[config.mk]
export PLATFORM = sky130hd
export DESIGN_NAME = bus_arbiter
export DESIGN_NICKNAME = d
export VERILOG_FILES = /design/src/rtl/bus_pkg.sv /design/src/rtl/rr_arbiter.sv /design/src/rtl/bus_arbiter.sv
export SDC_FILE = /design/constraint.sdc
export NUM_CORES = 1
export LEC_CHECK = 0
export CAP_MARGIN = 20
export CORE_ASPECT_RATIO = 0.75
export CORE_MARGIN = 2
export CORE_UTILIZATION = 40
export CTS_BUF_LIST = sky130_fd_sc_hd__clkbuf_8
export DETAILED_ROUTE_END_ITERATION = 16
export PLACE_DENSITY_LB_ADDON = 0.3
export SYNTH_ARGS = -nofsm -noshare
export SYNTH_HDL_FRONTEND = slang
export SYNTH_SLANG_ARGS = --single-unit
export TNS_END_PERCENT = 20
[constraint.sdc]
create_clock -name i_clk -period 3 [get_ports i_clk]
set_input_delay 0.6 -clock i_clk [delete_from_list [all_inputs] [get_ports i_clk]]
set_output_delay 0.6 -clock i_clk [all_outputs]
set_load 0.02 [all_outputs]
[src/rtl/bus_pkg.sv]
// Shared constants and helpers for the bus arbiter slice.
// Mode encodings and a request popcount used for contention detection.
package bus_pkg;

    localparam int MODE_WIRED_OR    = 0;
    localparam int MODE_ROUND_ROBIN = 1;
    localparam int MAX_SOURCES      = 16;

    // Number of set bits in a request vector (zero-extended to MAX_SOURCES).
    function automatic logic [4:0] popcount(input logic [MAX_SOURCES-1:0] i_vec);
        logic [4:0] w_sum;
        w_sum = 5'd0;
        for (int i = 0; i < MAX_SOURCES; i++) begin
            w_sum = w_sum + {4'd0, i_vec[i]};
        end
        return w_sum;
    endfunction

endpackage

[src/rtl/rr_arbiter.sv]
// Combinational round-robin selector: first request at or above the pointer,
// wrapping to the lowest request when none lie above it. Output is one-hot.
module rr_arbiter
    import bus_pkg::*;
#(
    parameter int NUM_SOURCES = 6,
    parameter int PTR_WIDTH   = $clog2(NUM_SOURCES)
) (
    input  logic [NUM_SOURCES-1:0] i_req,
    input  logic [PTR_WIDTH-1:0]   i_ptr,
    output logic [NUM_SOURCES-1:0] o_grant
);

    logic [NUM_SOURCES-1:0] w_at_or_above;
    logic [NUM_SOURCES-1:0] w_upper;
    logic [NUM_SOURCES-1:0] w_pick;

    // Lowest set bit of the preferred window isolates the winner.
    always_comb begin
        w_at_or_above = '0;
        for (int s = 0; s < NUM_SOURCES; s++) begin
            w_at_or_above[s] = (PTR_WIDTH'(s) >= i_ptr);
        end
        w_upper = i_req & w_at_or_above;
        w_pick  = (|w_upper) ? w_upper : i_req;
        o_grant = w_pick & (~w_pick + NUM_SOURCES'(1));
    end

endmodule

[src/rtl/bus_arbiter.sv]
// Shared-bus arbiter: legacy wired-OR merging with contention tracking, or
// round-robin single-owner arbitration with optional lock. All outputs registered.
module bus_arbiter
    import bus_pkg::*;
#(
    parameter int BUS_WIDTH   = 8,
    parameter int NUM_SOURCES = 6,
    parameter logic [NUM_SOURCES*BUS_WIDTH-1:0] LANE_MASK = '1,
    parameter int MODE        = MODE_WIRED_OR,
    parameter int HOLD_EN     = 0,
    parameter int CNT_WIDTH   = 8,
    localparam int OWN_WIDTH  = $clog2(NUM_SOURCES)
) (
    input  logic                             i_clk,
    input  logic                             i_rst_n,
    input  logic [NUM_SOURCES-1:0]           i_req,
    input  logic [NUM_SOURCES*BUS_WIDTH-1:0] i_data,
    input  logic                             i_lock,
    input  logic                             i_clear_err,
    output logic [NUM_SOURCES-1:0]           o_grant,
    output logic [OWN_WIDTH-1:0]             o_owner,
    output logic [BUS_WIDTH-1:0]             o_bus_data,
    output logic                             o_bus_valid,
    output logic                             o_contention,
    output logic [CNT_WIDTH-1:0]             o_contention_count
);

    logic [BUS_WIDTH-1:0]   w_masked [NUM_SOURCES];
    logic [NUM_SOURCES-1:0] w_rr_grant;
    logic [NUM_SOURCES-1:0] w_lock_grant;
    logic [NUM_SOURCES-1:0] w_grant_next;
    logic [OWN_WIDTH-1:0]   w_owner_next;
    logic [OWN_WIDTH-1:0]   w_ptr_next;
    logic [BUS_WIDTH-1:0]   w_or_data;
    logic [BUS_WIDTH-1:0]   w_bus_next;
    logic                   w_any_req;
    logic                   w_lock_hit;
    logic                   w_contend;
    logic                   w_cont_next;
    logic [CNT_WIDTH-1:0]   w_cnt_next;

    logic [NUM_SOURCES-1:0] r_grant;
    logic [OWN_WIDTH-1:0]   r_owner;
    logic [OWN_WIDTH-1:0]   r_ptr;
    logic [BUS_WIDTH-1:0]   r_bus_data;
    logic                   r_bus_valid;
    logic                   r_contention;
    logic [CNT_WIDTH-1:0]   r_cnt;

    rr_arbiter #(
        .NUM_SOURCES (NUM_SOURCES),
        .PTR_WIDTH   (OWN_WIDTH)
    ) u_rr_arbiter (
        .i_req   (i_req),
        .i_ptr   (r_ptr),
        .o_grant (w_rr_grant)
    );

    // Per-source data restricted to the lanes that source may drive.
    always_comb begin
        for (int s = 0; s < NUM_SOURCES; s++) begin
            w_masked[s] = i_data[s*BUS_WIDTH +: BUS_WIDTH] & LANE_MASK[s*BUS_WIDTH +: BUS_WIDTH];
        end
    end

    // Grant selection, owner index, merged bus value and pointer advance.
    always_comb begin
        w_any_req    = |i_req;
        w_lock_hit   = i_lock && r_bus_valid && i_req[r_owner];
        w_lock_grant = '0;
        w_lock_grant[r_owner] = 1'b1;
        if (MODE == MODE_ROUND_ROBIN) begin
            w_grant_next = w_lock_hit ? w_lock_grant : w_rr_grant;
        end else begin
            w_grant_next = i_req;
        end

        // Descending scan so the lowest granted index ends up as owner.
        w_owner_next = '0;
        w_or_data    = '0;
        for (int s = NUM_SOURCES - 1; s >= 0; s--) begin
            w_owner_next = w_grant_next[s] ? OWN_WIDTH'(s) : w_owner_next;
            w_or_data    = w_or_data | (w_masked[s] & {BUS_WIDTH{w_grant_next[s]}});
        end

        if (w_any_req) begin
            w_bus_next = w_or_data;
        end else if (HOLD_EN != 0) begin
            w_bus_next = r_bus_data;
        end else begin
            w_bus_next = '0;
        end

        if ((MODE == MODE_ROUND_ROBIN) && w_any_req && !w_lock_hit) begin
            w_ptr_next = (w_owner_next == OWN_WIDTH'(NUM_SOURCES - 1)) ? '0
                                                                        : w_owner_next + OWN_WIDTH'(1);
        end else begin
            w_ptr_next = r_ptr;
        end
    end

    // Contention flag and saturating counter; a new contention beats a clear.
    always_comb begin
        w_contend = (MODE == MODE_WIRED_OR) && (popcount(MAX_SOURCES'(i_req)) >= 5'd2);
        if (w_contend) begin
            w_cont_next = 1'b1;
            if (i_clear_err) begin
                w_cnt_next = CNT_WIDTH'(1);
            end else if (r_cnt == '1) begin
                w_cnt_next = r_cnt;
            end else begin
                w_cnt_next = r_cnt + CNT_WIDTH'(1);
            end
        end else if (i_clear_err) begin
            w_cont_next = 1'b0;
            w_cnt_next  = '0;
        end else begin
            w_cont_next = r_contention;
            w_cnt_next  = r_cnt;
        end
    end

    // Output and pointer registers.
    always_ff @(posedge i_clk or negedge i_rst_n) begin
        if (!i_rst_n) begin
            r_grant      <= '0;
            r_owner      <= '0;
            r_ptr        <= '0;
            r_bus_data   <= '0;
            r_bus_valid  <= 1'b0;
            r_contention <= 1'b0;
            r_cnt        <= '0;
        end else begin
            r_grant      <= w_grant_next;
            r_owner      <= w_owner_next;
            r_ptr        <= w_ptr_next;
            r_bus_data   <= w_bus_next;
            r_bus_valid  <= w_any_req;
            r_contention <= w_cont_next;
            r_cnt        <= w_cnt_next;
        end
    end

    assign o_grant            = r_grant;
    assign o_owner            = r_owner;
    assign o_bus_data         = r_bus_data;
    assign o_bus_valid        = r_bus_valid;
    assign o_contention       = r_contention;
    assign o_contention_count = r_cnt;

endmodule

Word level (Yosys, flattened, before mapping)
Cells that the tools add are included.
{"block": "op_classes", "n_reduce_logical": 3, "magnitude_cmp": 1, "n_bitwise": 11, "eq_ne": 2, "n_mux": 13, "add_sub_neg": 6}
{"cell": "$and A8 B8 Y8", "count": 6}
{"cell": "$mux W8", "count": 5}
{"cell": "$or A8 B8 Y8", "count": 5}
{"cell": "$mux W3", "count": 6}
{"cell": "$add A8 B1 Y8 const B", "count": 1}
{"cell": "$eq A8 B8 Y1 const B", "count": 1}
{"cell": "$reduce_or A6 Y1", "count": 1}
{"cell": "$add A4 B1 Y5", "count": 1}
{"cell": "$add A5 B1 Y5", "count": 1}
{"cell": "$ge A5 B2 Y1 const B", "count": 1}
{"cell": "$add A3 B1 Y4", "count": 1}
{"cell": "$add A2 B1 Y3", "count": 1}
{"cell": "$add A1 B1 Y2", "count": 1}
{"cell": "$mux W1", "count": 2}
{"cell": "$ne A2 B2 Y1 const B", "count": 1}
{"cell": "$reduce_and A2 Y1", "count": 1}
{"cell": "$reduce_bool A2 Y1", "count": 1}
{"block": "word_totals", "wordCells": 42, "input_bits": 58, "reg_bits": 27, "output_inout_bits": 27}

Logic depth before layout (Yosys ltp)
Gate-level depths: netlist of the first run.
{"block": "logic_depth", "word_depth": 8, "ltp_mapped": 8, "mapped_depth_nobuf": 8}

Worst setup path before layout of the first run
Ideal clock, no wire load.
{"block": "synth_timing", "path_kind": "input to register", "startpoint": "in i_req[0]", "endpoint": "reg r_cnt[7] (netlist: o_contention_count[7])", "setup_slack_ns": 0.107, "stages": 8, "setup_ns": 0.099, "t_arrival_ns": 2.793, "path_buffers": 0, "path_cell_list": "fa_1 inv_1 fa_1 nor2b_1 fa_1 o2111a_2 a31oi_1 a311oi_1"}
{"block": "synth_between", "elab_chain_len": 8}
{"item": "from (decl)", "line_no": "bus_arbiter.sv:16", "source": "input logic [NUM_SOURCES-1:0] i_req,"}
{"item": "$add A1 B1 Y2 (*)", "line_no": "bus_pkg.sv:14", "source": "w_sum = w_sum + {4'd0, i_vec[i]};"}
{"item": "$add A2 B1 Y3 (*)", "line_no": "bus_pkg.sv:14"}
{"item": "$add A3 B1 Y4 (*)", "line_no": "bus_pkg.sv:14"}
{"item": "$add A4 B1 Y5 (*)", "line_no": "bus_pkg.sv:14"}
{"item": "$add A5 B1 Y5 (*)", "line_no": "bus_pkg.sv:14"}
{"item": "$ge A5 B2 Y1 (*)", "line_no": "bus_arbiter.sv:104", "source": "w_contend = (MODE == MODE_WIRED_OR) && (popcount(MAX_SOURCES'(i_req)) >= 5'd2);"}
{"item": "$reduce_bool A2 Y1 (no line)"}
{"item": "$reduce_and A2 Y1 (no line)"}
{"item": "to (signal assigned)", "line_no": "bus_arbiter.sv:140", "source": "r_cnt <= w_cnt_next;"}
{"item": "to (decl)", "line_no": "bus_arbiter.sv:48", "source": "logic [CNT_WIDTH-1:0] r_cnt;"}
Mark *: on every way between the ends. The rest lies on a longest branch, timed or not.
A chain may end at the register's enable or synchronous reset.

Worst setup path after layout of the first run
Ends and elaborated chain as after synthesis.

==> run metrics, run 1 <==
status finished clean; CP max-delay cell fa_2; gr usage total 23.3%; dpl ws -0.506 ns; max-slew violations 0; static leakage about 0.96 nW; worst setup margin 0.0902 ns; Critical Path RT 3.17 ns; area grow syn2layout 70.4%; Seq/Total Area, Yosys between 50 and 60%; worst slew pin tran 0.362 ns; Initial Util between 40% and 50%; clock buffer depth 2; Finished Cell Area 2300 um^2; maxcap violations 0; final worst path period share a little over nine tenths; TritonCTS clock tree built; vias in the first global route ~1400; Yosys reg bits 27; Int Pwr 0.000683 W; Tot Pwr 0.000983 W; Buffers on Ports 83; GPL Wtd Cong roughly 0.87; sequential power share roughly 43%; Netlist cell types 31; FP Rows 18; Via density 5.55; Detailed Place HPWL approximately 3300 um; syn_nets around 190; area occupied by multi-input gates ~610 um^2; TNS Setup 0 ns; Final setup viols 0; core area 3270 um^2; clk sinks 27; Synth async-reset ratio 100%; CP arrival 3.08 ns; die width just over 70 um; die extent in y roughly 54 um; reg2reg setup slack roughly 1.5 ns; CP endpoint kind flip-flop; Synth Area per Inst around 11 um^2; Primary FF master, synth dfrtp_1; largest net degree at the start of global routing 28; dpl cell area 2250 um^2; final wirelength 4340 um; DRC 0; share of layout cells above drive strength 1 a little under a tenth; via count 1393; clock latency on the worst-skew pair roughly 0.27 ns; GRT overflow 0; Max-slew headroom 75.8%; fin nets 275; DIE AREA 3850 um^2; Min Clock Period, post-route 2.91 ns; Synth area leader dfrtp_1; Area contributors post-synth dfrtp_1 50%, a22oi_1 13%, a31oi_1 4.6%; most numerous cell in the Yosys netlist dfrtp_1; length of the first detailed-routing pass in iterations 4; depth of the CTS H-tree 1; Hold Crit Class reg2reg; endpoints failing hold 0; fmax 0.344 GHz; cell area power density between 400 and 500 nW/um^2; worst-path cell chain buf_6, fa_1, inv_2, fa_1, nor2b_2, fa_2, o2111a_2, a31oi_1, a311oi_1; Routed Antenna Nets 0; critical path startpoint category input port; first-pass GRT wire length 6870 um; Mapped Cells 125; unrepaired setup endpoints after global routing yes; Register Area 676 um^2; Critical Path Fanout Max 6; Fillers 248; CP dominant cell by count fa_1; # diodes 0; synth cell count leaders 27 x dfrtp_1, 24 x a22oi_1, 10 x a31oi_1; Clock Skews 0.000969 ns; Peak supply drop about 0.00031 V; Mapped Area 1350 um^2; initial drt markers ~60; root buf cell clkbuf_8; EDFF count, synth 0; Comb pwr share a little over a third; CP Class in2reg; clock network fraction of total power 20.5%; initial antenna violation count 0; Worst-path clk slew approximately 0.090 ns; cts hold-fix bufs 0; synth warn 0; max incr delay on CP just under 0.6 ns; switching power share of the total 30.6%; final hold slack 0.543 ns; Ports between 80 and 90; number of buffers created by CTS 3; Synth top area share 50.1%; wire per inst 17.3 um; Net Switching 0.000300 W
placed cells by master (no fill, tap or decap), types with 2 or more instances in the layout:
master,n
clkbuf_8,3
nand2b_1,3
nor3_1,2
inv_1,8
nor2_1,3
clkdlybuf4s50_1,80
dfrtp_1,27
a22oi_1,24
a31oi_1,10
buf_4,8
a21oi_1,8
clkbuf_2,2
nor2b_1,2
a311oi_1,2
nand2_1,3
o21bai_1,2
ha_1,2
and3_1,2
fa_1,2
a211oi_1,2
power groups by stage:
stage,logic [W],clock network (W),registers [W]
after detailed placement,0.000346,0,0.000433
final,0.000354,0.000202,0.000427
after global routing,0.000381,0.000226,0.000431
after CTS,0.000346,0.000210,0.000426
after global placement,0.000338,0,0.000431
after floorplan,0.000112,0,0.000473
metrics by stage:
step / util, % / std cells
finish: 70.3 / 251
global route: 70.3 / 251
CTS: 70.1 / 251
detailed placement: 68.8 / 247
global placement: 68.8 / 247
floorplan: - / 125
area by class of cell:
cell class	instances	share of cell area [%]
timing repair buffer	91	38.4
inverter	8	1.31
clock buffer	3	1.80
clock inverter	1	0.163
tap	40	2.18
multi-input combinational	81	26.7
sequential	27	29.4
what timing repair did:
| item | CTS | global route |
|---|---|---|
| setup endpoints to repair | 9 | 8 |
| gates resized for setup | 3 | 13 |
| pin swaps | 4 | 6 |
| setup buffers | 0 | 0 |
| gates cloned | 0 | 0 |
critical path, delay by kind of cell:
family,cells,cell delay [ns]
buffers and inverters,2,0.14
AOI/OAI and AO/OA,3,0.64
and+or+nand+nor,1,0.05
adders and majority gates,3,1.64
sequential cells by signal, summed over array words and instances, names as in the netlist:
register / flops
o_contention: 1
o_grant: 6
o_contention_count: 8
o_owner: 3
o_bus_valid: 1
o_bus_data: 8
per-layer routing:
metal  vias up  share of wire [%]  global-route usage, %
li1        648                  -                      -
met1       676                 43                   30.4
met2        63                 49                   40.2
met3         6                6.1                   5.34
met4         0                1.5                   6.29
met5         -                  0                      0
path summary, 6_finish.rpt:
path                                                    from                                end  depth (start not counted)
setup / recovery                                    i_req[0]  o_contention_count[7]$_DFFE_PN0P_                          9
hold / removal             o_contention_count[4]$_DFFE_PN0P_  o_contention_count[4]$_DFFE_PN0P_                          1
setup reg to reg           o_contention_count[0]$_DFFE_PN0P_  o_contention_count[1]$_DFFE_PN0P_                          4
hold reg to reg            o_contention_count[4]$_DFFE_PN0P_  o_contention_count[4]$_DFFE_PN0P_                          1
max in group asynchronous                            i_rst_n  o_contention_count[1]$_DFFE_PN0P_                          2
min in group asynchronous                            i_rst_n               o_owner[2]$_DFF_PN0_                          2
cells by family (layout without fill, tap and decap cells):
family / after synthesis / after routing / synth area share (%)
flip-flops: 27 / 27 / 50.1
multiplexers: 1 / 1 / 0.743
buffers and inverters: 17 / 103 / 5.29
AND/OR/NAND/NOR: 21 / 21 / 9.10
AO/OA/AOI/OAI: 54 / 54 / 28.4
adder cells (fa/ha/maj): 5 / 5 / 6.31
No activity file was read; power rests on OpenSTA's default activity.
==> run 2, diff against run 1 <==
CELL_PAD_IN_SITES_DETAIL_PLACEMENT = 0   (was not set)
CELL_PAD_IN_SITES_GLOBAL_PLACEMENT = 1   (was not set)
CORE_UTILIZATION = 29   (was 40)
==> run 2 against run 1 <==
  * Global-route usage fell by 6.1 points
  * Total power down 0.65%
  * Sequential share of layout area is 0.14 points lower
  * Critical path depth did not move
  * Die area rose by 35%
  * First-iteration DRC count grew 23%
  * Critical endpoint is now o_contention_count[5]$_DFFE_PN0P_
==> run metrics, run 2 (synthesis gave the netlist of run 1 again) <==
status finished clean; cell area power density 423 nW/um^2 (-1.1%); clock network fraction of total power 21.0% (+0.5 points); DIE AREA 5210 um^2 (+35%); Comb pwr share 35.3% (-0.8 points); largest net degree at the start of global routing 28 (unchanged); Hold Crit Depth 2 (+1); static leakage 0.958 nW (-0.13%); DRC 0 (unchanged); Initial Util 30.2% (-11 points); clock latency on the worst-skew pair 0.27 ns (about the same); final worst path period share 97.3% (+0.32 points); clock buffer depth 2 (unchanged); first-pass GRT wire length 6900 um (+0.51%); wire per inst 16.9 um (-2.1%); die extent in y 63.0 um (+16%); endpoints failing hold 0 (unchanged); Int Pwr 0.000677 W (-0.83%); Worst Reg-to-Reg Cells 4 (unchanged); maxcap violations 0 (unchanged); share of layout cells above drive strength 1 9.52% (+0.045 points); Critical Path RT 3.18 ns (about the same); Peak supply drop 0.000184 V (-41%); initial antenna violation count 0 (unchanged); sequential power share 43.7% (+0.3 points); Post-CTS Setup Inserts 0 (unchanged); gr usage total 17.3% (-6.1 points); Critical Path Fanout Max 6 (unchanged); unrepaired setup endpoints after global routing no; fin cells 267 (+6.4%); Via density 5.23 (-5.8%); Detailed Place HPWL 3380 um (+2.5%); number of buffers created by CTS 3 (unchanged); Ports 85 (unchanged); area grow syn2layout 71.2%; Routed Antenna Nets 0 (unchanged); most common library cell in the layout ignoring fill and taps clkdlybuf4s50_1; CP arrival 3.10 ns (+0.02 ns); length of the first detailed-routing pass in iterations 4 (unchanged); initial drt markers 75 (+23%); vias in the first global route 1329 (-2.8%); Tot Pwr 0.000977 W (-0.65%); Buffers on Ports 83 (unchanged); clk sinks 27 (unchanged); most frequent cells in the layout 80 x clkdlybuf4s50_1, 27 x dfrtp_1, 24 x a22oi_1, 10 x a31oi_1, 8 x inv_1; fmax 0.343 GHz (-0.33%); GPL Wtd Cong 0.761 (-13%); final hold slack 0.532 ns (-0.0114 ns); CP endpoint kind flip-flop; TritonCTS clock tree built; depth of the CTS H-tree 1 (unchanged); Fillers 421 (+70%); core area 4470 um^2 (+37%); max-slew violations 0 (unchanged); switching power share of the total 30.7% (+0.13 points); Min Clock Period, post-route 2.92 ns (+0.00968 ns); worst slew pin tran 0.448 ns (+0.0865 ns); die width 82.7 um (+16%); Inst Count DP 263 (+6.5%); Clock Skews 0.00468 ns (+0.00371 ns); Finished Core Util 51.7% (-19 points); fin nets 274 (-0.36%); # diodes 0 (unchanged); Hold Crit Class reg2reg; final wirelength 4520 um (+4.1%); Max-slew headroom 70.1% (-5.7 points); root buf cell clkbuf_8; critical path startpoint category input port; Net Switching 0.000300 W (-0.24%); GRT overflow 0 (unchanged); Final setup viols 0 (unchanged); CP Class in2reg; via count 1396 (+0.22%); FP Rows 21 (+3); Worst-path clk slew 0.09 ns (about the same)
run 2: what timing repair did:
item / 4_1_cts / 5_1_grt
setup endpoints to repair: 8 / 5
hold buffers: 0 / 0
hold endpoints to repair: 0 / 0
pin swaps: 5 / 5
gates cloned: 0 / 0
gates resized for setup: 6 / 7
run 2: area by class of cell:
type / count / area, um^2 / area share, %
well taps: 57 / 71.3 / 3.09
inverters: 8 / 30.0 / 1.30
flip-flops and latches: 27 / 676 / 29.3
multi-input cells: 81 / 616 / 26.7
clock buffers: 3 / 41.3 / 1.79
clock inverters: 1 / 5.00 / 0.217
repair buffers: 90 / 868 / 37.6
run 2: routing by layer:
layer | wire length [um] | track usage, % | vias to the layer above
met5 | 0 | 0 | -
met1 | 2060 | 25.4 | 670
met4 | 56 | 3.69 | 0
li1 | - | - | 644
met3 | 313 | 3.47 | 4
met2 | 2090 | 26.1 | 78
run 2: power groups by stage:
stage / clock (W) / combinational [W] / sequential, W
after floorplan: 0 / 0.000112 / 0.000473
after global placement: 0 / 0.000339 / 0.000434
after detailed placement: 0 / 0.000342 / 0.000433
after CTS: 0.000213 / 0.000346 / 0.000427
after global routing: 0.000229 / 0.000375 / 0.000431
final: 0.000205 / 0.000345 / 0.000426
run 2: worst paths after layout:
| kind | start | to | slack (ns) |
|---|---|---|---|
| worst min register to register | o_contention$_DFFE_PN0P_ | o_contention$_DFFE_PN0P_ | 0.53 |
| max in group asynchronous | i_rst_n | o_bus_data[1]$_DFF_PN0_ | 2.04 |
| min in group asynchronous | i_rst_n | o_contention_count[3]$_DFFE_PN0P_ | 0.70 |
| worst min-delay path | o_contention$_DFFE_PN0P_ | o_contention$_DFFE_PN0P_ | 0.53 |
| worst max-delay path | i_req[0] | o_contention_count[5]$_DFFE_PN0P_ | 0.08 |
| worst max register to register | o_contention_count[0]$_DFFE_PN0P_ | o_contention_count[5]$_DFFE_PN0P_ | 1.50 |
run 2: through the flow:
step | area, um^2 | setup slack (ns) | TNS [ns]
after floorplan | 1350 | 0.107 | 0
after global placement | 2260 | -0.458 | -3.35
after detailed placement | 2260 | -0.555 | -3.62
after CTS | 2310 | -0.00377 | -0.00442
after global routing | 2310 | 0.0203 | 0
final | 2310 | 0.0805 | 0
run 2: worst max-delay path, stage by stage:
cell and delay [ns]:
clkbuf_2 0.10, fa_1 0.54, inv_1 0.05, fa_1 0.52, nor2b_2 0.05, fa_2 0.58, o2111a_2 0.32, a21oi_2 0.08
a311oi_2 0.26
==> run 3, diff against run 2 <==
SETUP_SLACK_MARGIN = 0.15   (was not set)
==> run 3 against run 2 <==
  * Register-to-register slack about the same
  * Critical endpoint unchanged
  * Sequential share of layout area decreased by 0.65 points
  * First-iteration DRC count increased by 36%
  * Worst setup slack improved by 0.049 ns
  * Clock skew decreased by 0.0022 ns
  * Total power increased by 1.2%
  * Sequential power about the same
  * Final area increased by 2.3%
  * Non-clock buffer count increased by 2
  * Largest power group unchanged
  * Cell count increased by 0.75%
==> run metrics, run 3 (synthesis gave the netlist of run 1 again) <==
status finished clean; die width 82.7 um (unchanged); initial antenna violation count 0 (unchanged); Register Area 676 um^2 (unchanged); CP max-delay cell fa_2; Critical Path Fanout Max 5 (-1); Bufs and invs on worst path 3 (+1); wire per inst 16.8 um (-0.83%); DRC 0 (unchanged); TritonCTS clock tree built; depth of the CTS H-tree 1 (unchanged); cts hold-fix bufs 0 (unchanged); static leakage 0.976 nW (+1.9%); critical path depth in cells 9 (unchanged); final wirelength 4520 um (about the same); Fillers 410 (-2.6%); Hold Crit Class reg2reg; area occupied by multi-input gates 623 um^2 (+1.2%); area grow syn2layout 75.1%; fin cells 269 (+0.75%); # diodes 0 (unchanged); gr usage total 17.6% (+0.27 points); Buffers on Ports 83 (unchanged); max incr delay on CP 0.58 ns (about the same); most common library cell in the layout ignoring fill and taps clkdlybuf4s50_1; core area 4470 um^2 (unchanged); Worst Reg-to-Reg Cells 4 (unchanged); GRT overflow 0 (unchanged); root buf cell clkbuf_8; largest net degree at the start of global routing 28 (unchanged); first-pass GRT wire length 6910 um (+0.19%); Initial Util 30.2% (unchanged); Via density 5.06 (-3.3%); unrepaired setup endpoints after global routing yes; CP arrival 3.05 ns (-0.05 ns); DIE AREA 5210 um^2 (unchanged); max-slew violations 0 (unchanged); Routed Antenna Nets 0 (unchanged); Worst-path clk slew 0.09 ns (about the same); Final setup viols 0 (unchanged); CP top delay family adder cells; maxcap violations 0 (unchanged); length of the first detailed-routing pass in iterations 4 (unchanged); share of layout cells above drive strength 1 11.3% (+1.8 points); CP endpoint kind flip-flop; CP Class in2reg; Detailed Place HPWL 3440 um (+1.7%); fin nets 276 (+0.73%); endpoints failing hold 0 (unchanged); GPL Wtd Cong 0.773 (+1.6%); Peak supply drop 0.000181 V (-1.5%); worst slew pin tran 0.415 ns (-0.0333 ns); clock buffer depth 2 (unchanged); initial drt markers 102 (+36%); CP dominant cell by count fa_2; worst-path cell chain buf_8, fa_2, inv_2, fa_1, nor2b_2, fa_2, o2111a_2, buf_12, a311oi_2; vias in the first global route 1346 (+1.3%); clock latency on the worst-skew pair 0.27 ns (about the same); number of buffers created by CTS 3 (unchanged); Min Clock Period, post-route 2.87 ns (-0.0493 ns); Hold Crit Depth 1 (-1); final worst path period share 95.7% (-1.6 points); Max-slew headroom 72.2% (+2.1 points); most frequent cells in the layout 80 x clkdlybuf4s50_1, 27 x dfrtp_1, 24 x a22oi_1, 10 x a31oi_1, 9 x buf_4; fmax 0.348 GHz (+1.7%); Inst Count DP 264 (+0.38%); Clock Skews 0.00250 ns (-0.00218 ns); Critical Path RT 3.18 ns (about the same); via count 1360 (-2.6%); cell area power density 419 nW/um^2 (-1.1%); Ports 85 (unchanged); die extent in y 63.0 um (unchanged); final hold slack 0.556 ns (+0.0237 ns); critical path startpoint category input port; clk sinks 27 (unchanged); FP Rows 21 (unchanged)
[run 3: changes by cell type in the layout (fill, tap and decap cells not counted), sizes merged]
cell / before / now
clkbuf: 6 / 3
inv: 8 / 9
buf: 7 / 12
clkinv: 1 / 0
[run 3: worst paths after layout]
check	startpoint	end	slack, ns
hold reg to reg	o_contention_count[4]$_DFFE_PN0P_	o_contention_count[4]$_DFFE_PN0P_	0.56
setup reg to reg	o_contention_count[0]$_DFFE_PN0P_	o_contention_count[1]$_DFFE_PN0P_	1.50
setup / recovery	i_req[0]	o_contention_count[5]$_DFFE_PN0P_	0.13
min in group asynchronous	i_rst_n	o_grant[3]$_DFF_PN0_	0.70
hold / removal	o_contention_count[4]$_DFFE_PN0P_	o_contention_count[4]$_DFFE_PN0P_	0.56
max in group asynchronous	i_rst_n	o_bus_data[1]$_DFF_PN0_	2.04
[run 3: worst reg2reg max path, stage by stage, from the launching register on]
cell	delay [ns]
dfrtp_1	0.44
ha_1	0.29
and4_1	0.25
a21oi_1	0.24
mux2i_1	0.21
[run 3: routing by layer]
layer / track usage, % / vias up / part of all wire (%)
met2: 28.1 / 56 / 50
li1: - / 646 / -
met4: 3.48 / 0 / 0.60
met5: 0 / - / 0
met3: 3.90 / 2 / 7.0
met1: 24.3 / 656 / 43
[run 3: through the flow]
step / setup TNS (ns) / power (W) / util [%] / cell area [um^2] / setup WS, ns
3_3_place_gp: -3.74 / 0.000778 / 50.8 / 2270 / -0.477
2_1_floorplan: 0 / 0.000585 / - / 1350 / 0.134
3_5_place_dp: -4.15 / 0.000784 / 50.8 / 2270 / -0.568
5_1_grt: 0 / 0.00105 / 52.8 / 2360 / 0.0409
6_report: 0 / 0.000988 / 52.8 / 2360 / 0.130
4_1_cts: 0 / 0.000990 / 51.9 / 2320 / 0.0810
[run 3: repair_timing]
item / 4_1_cts / 5_1_grt
buffers inserted: 0 / 1
gates resized for setup: 16 / 8
pin swaps: 9 / 6
setup endpoints to repair: 9 / 9
[run 3: final cells by class]
type                    count  share of cell area (%)
clock buffers               3                    1.75
clock inverters             1                   0.159
flip-flops and latches     27                    28.6
multi-input cells          81                    26.4
inverters                   8                    1.27
repair buffers             92                    38.8
well taps                  57                    3.02
[run 3: power breakdown]
part           switching, W  internal (W)
clock network      0.000110     0.0000917
logic              0.000161      0.000197
registers         0.0000303      0.000398
total              0.000302      0.000686
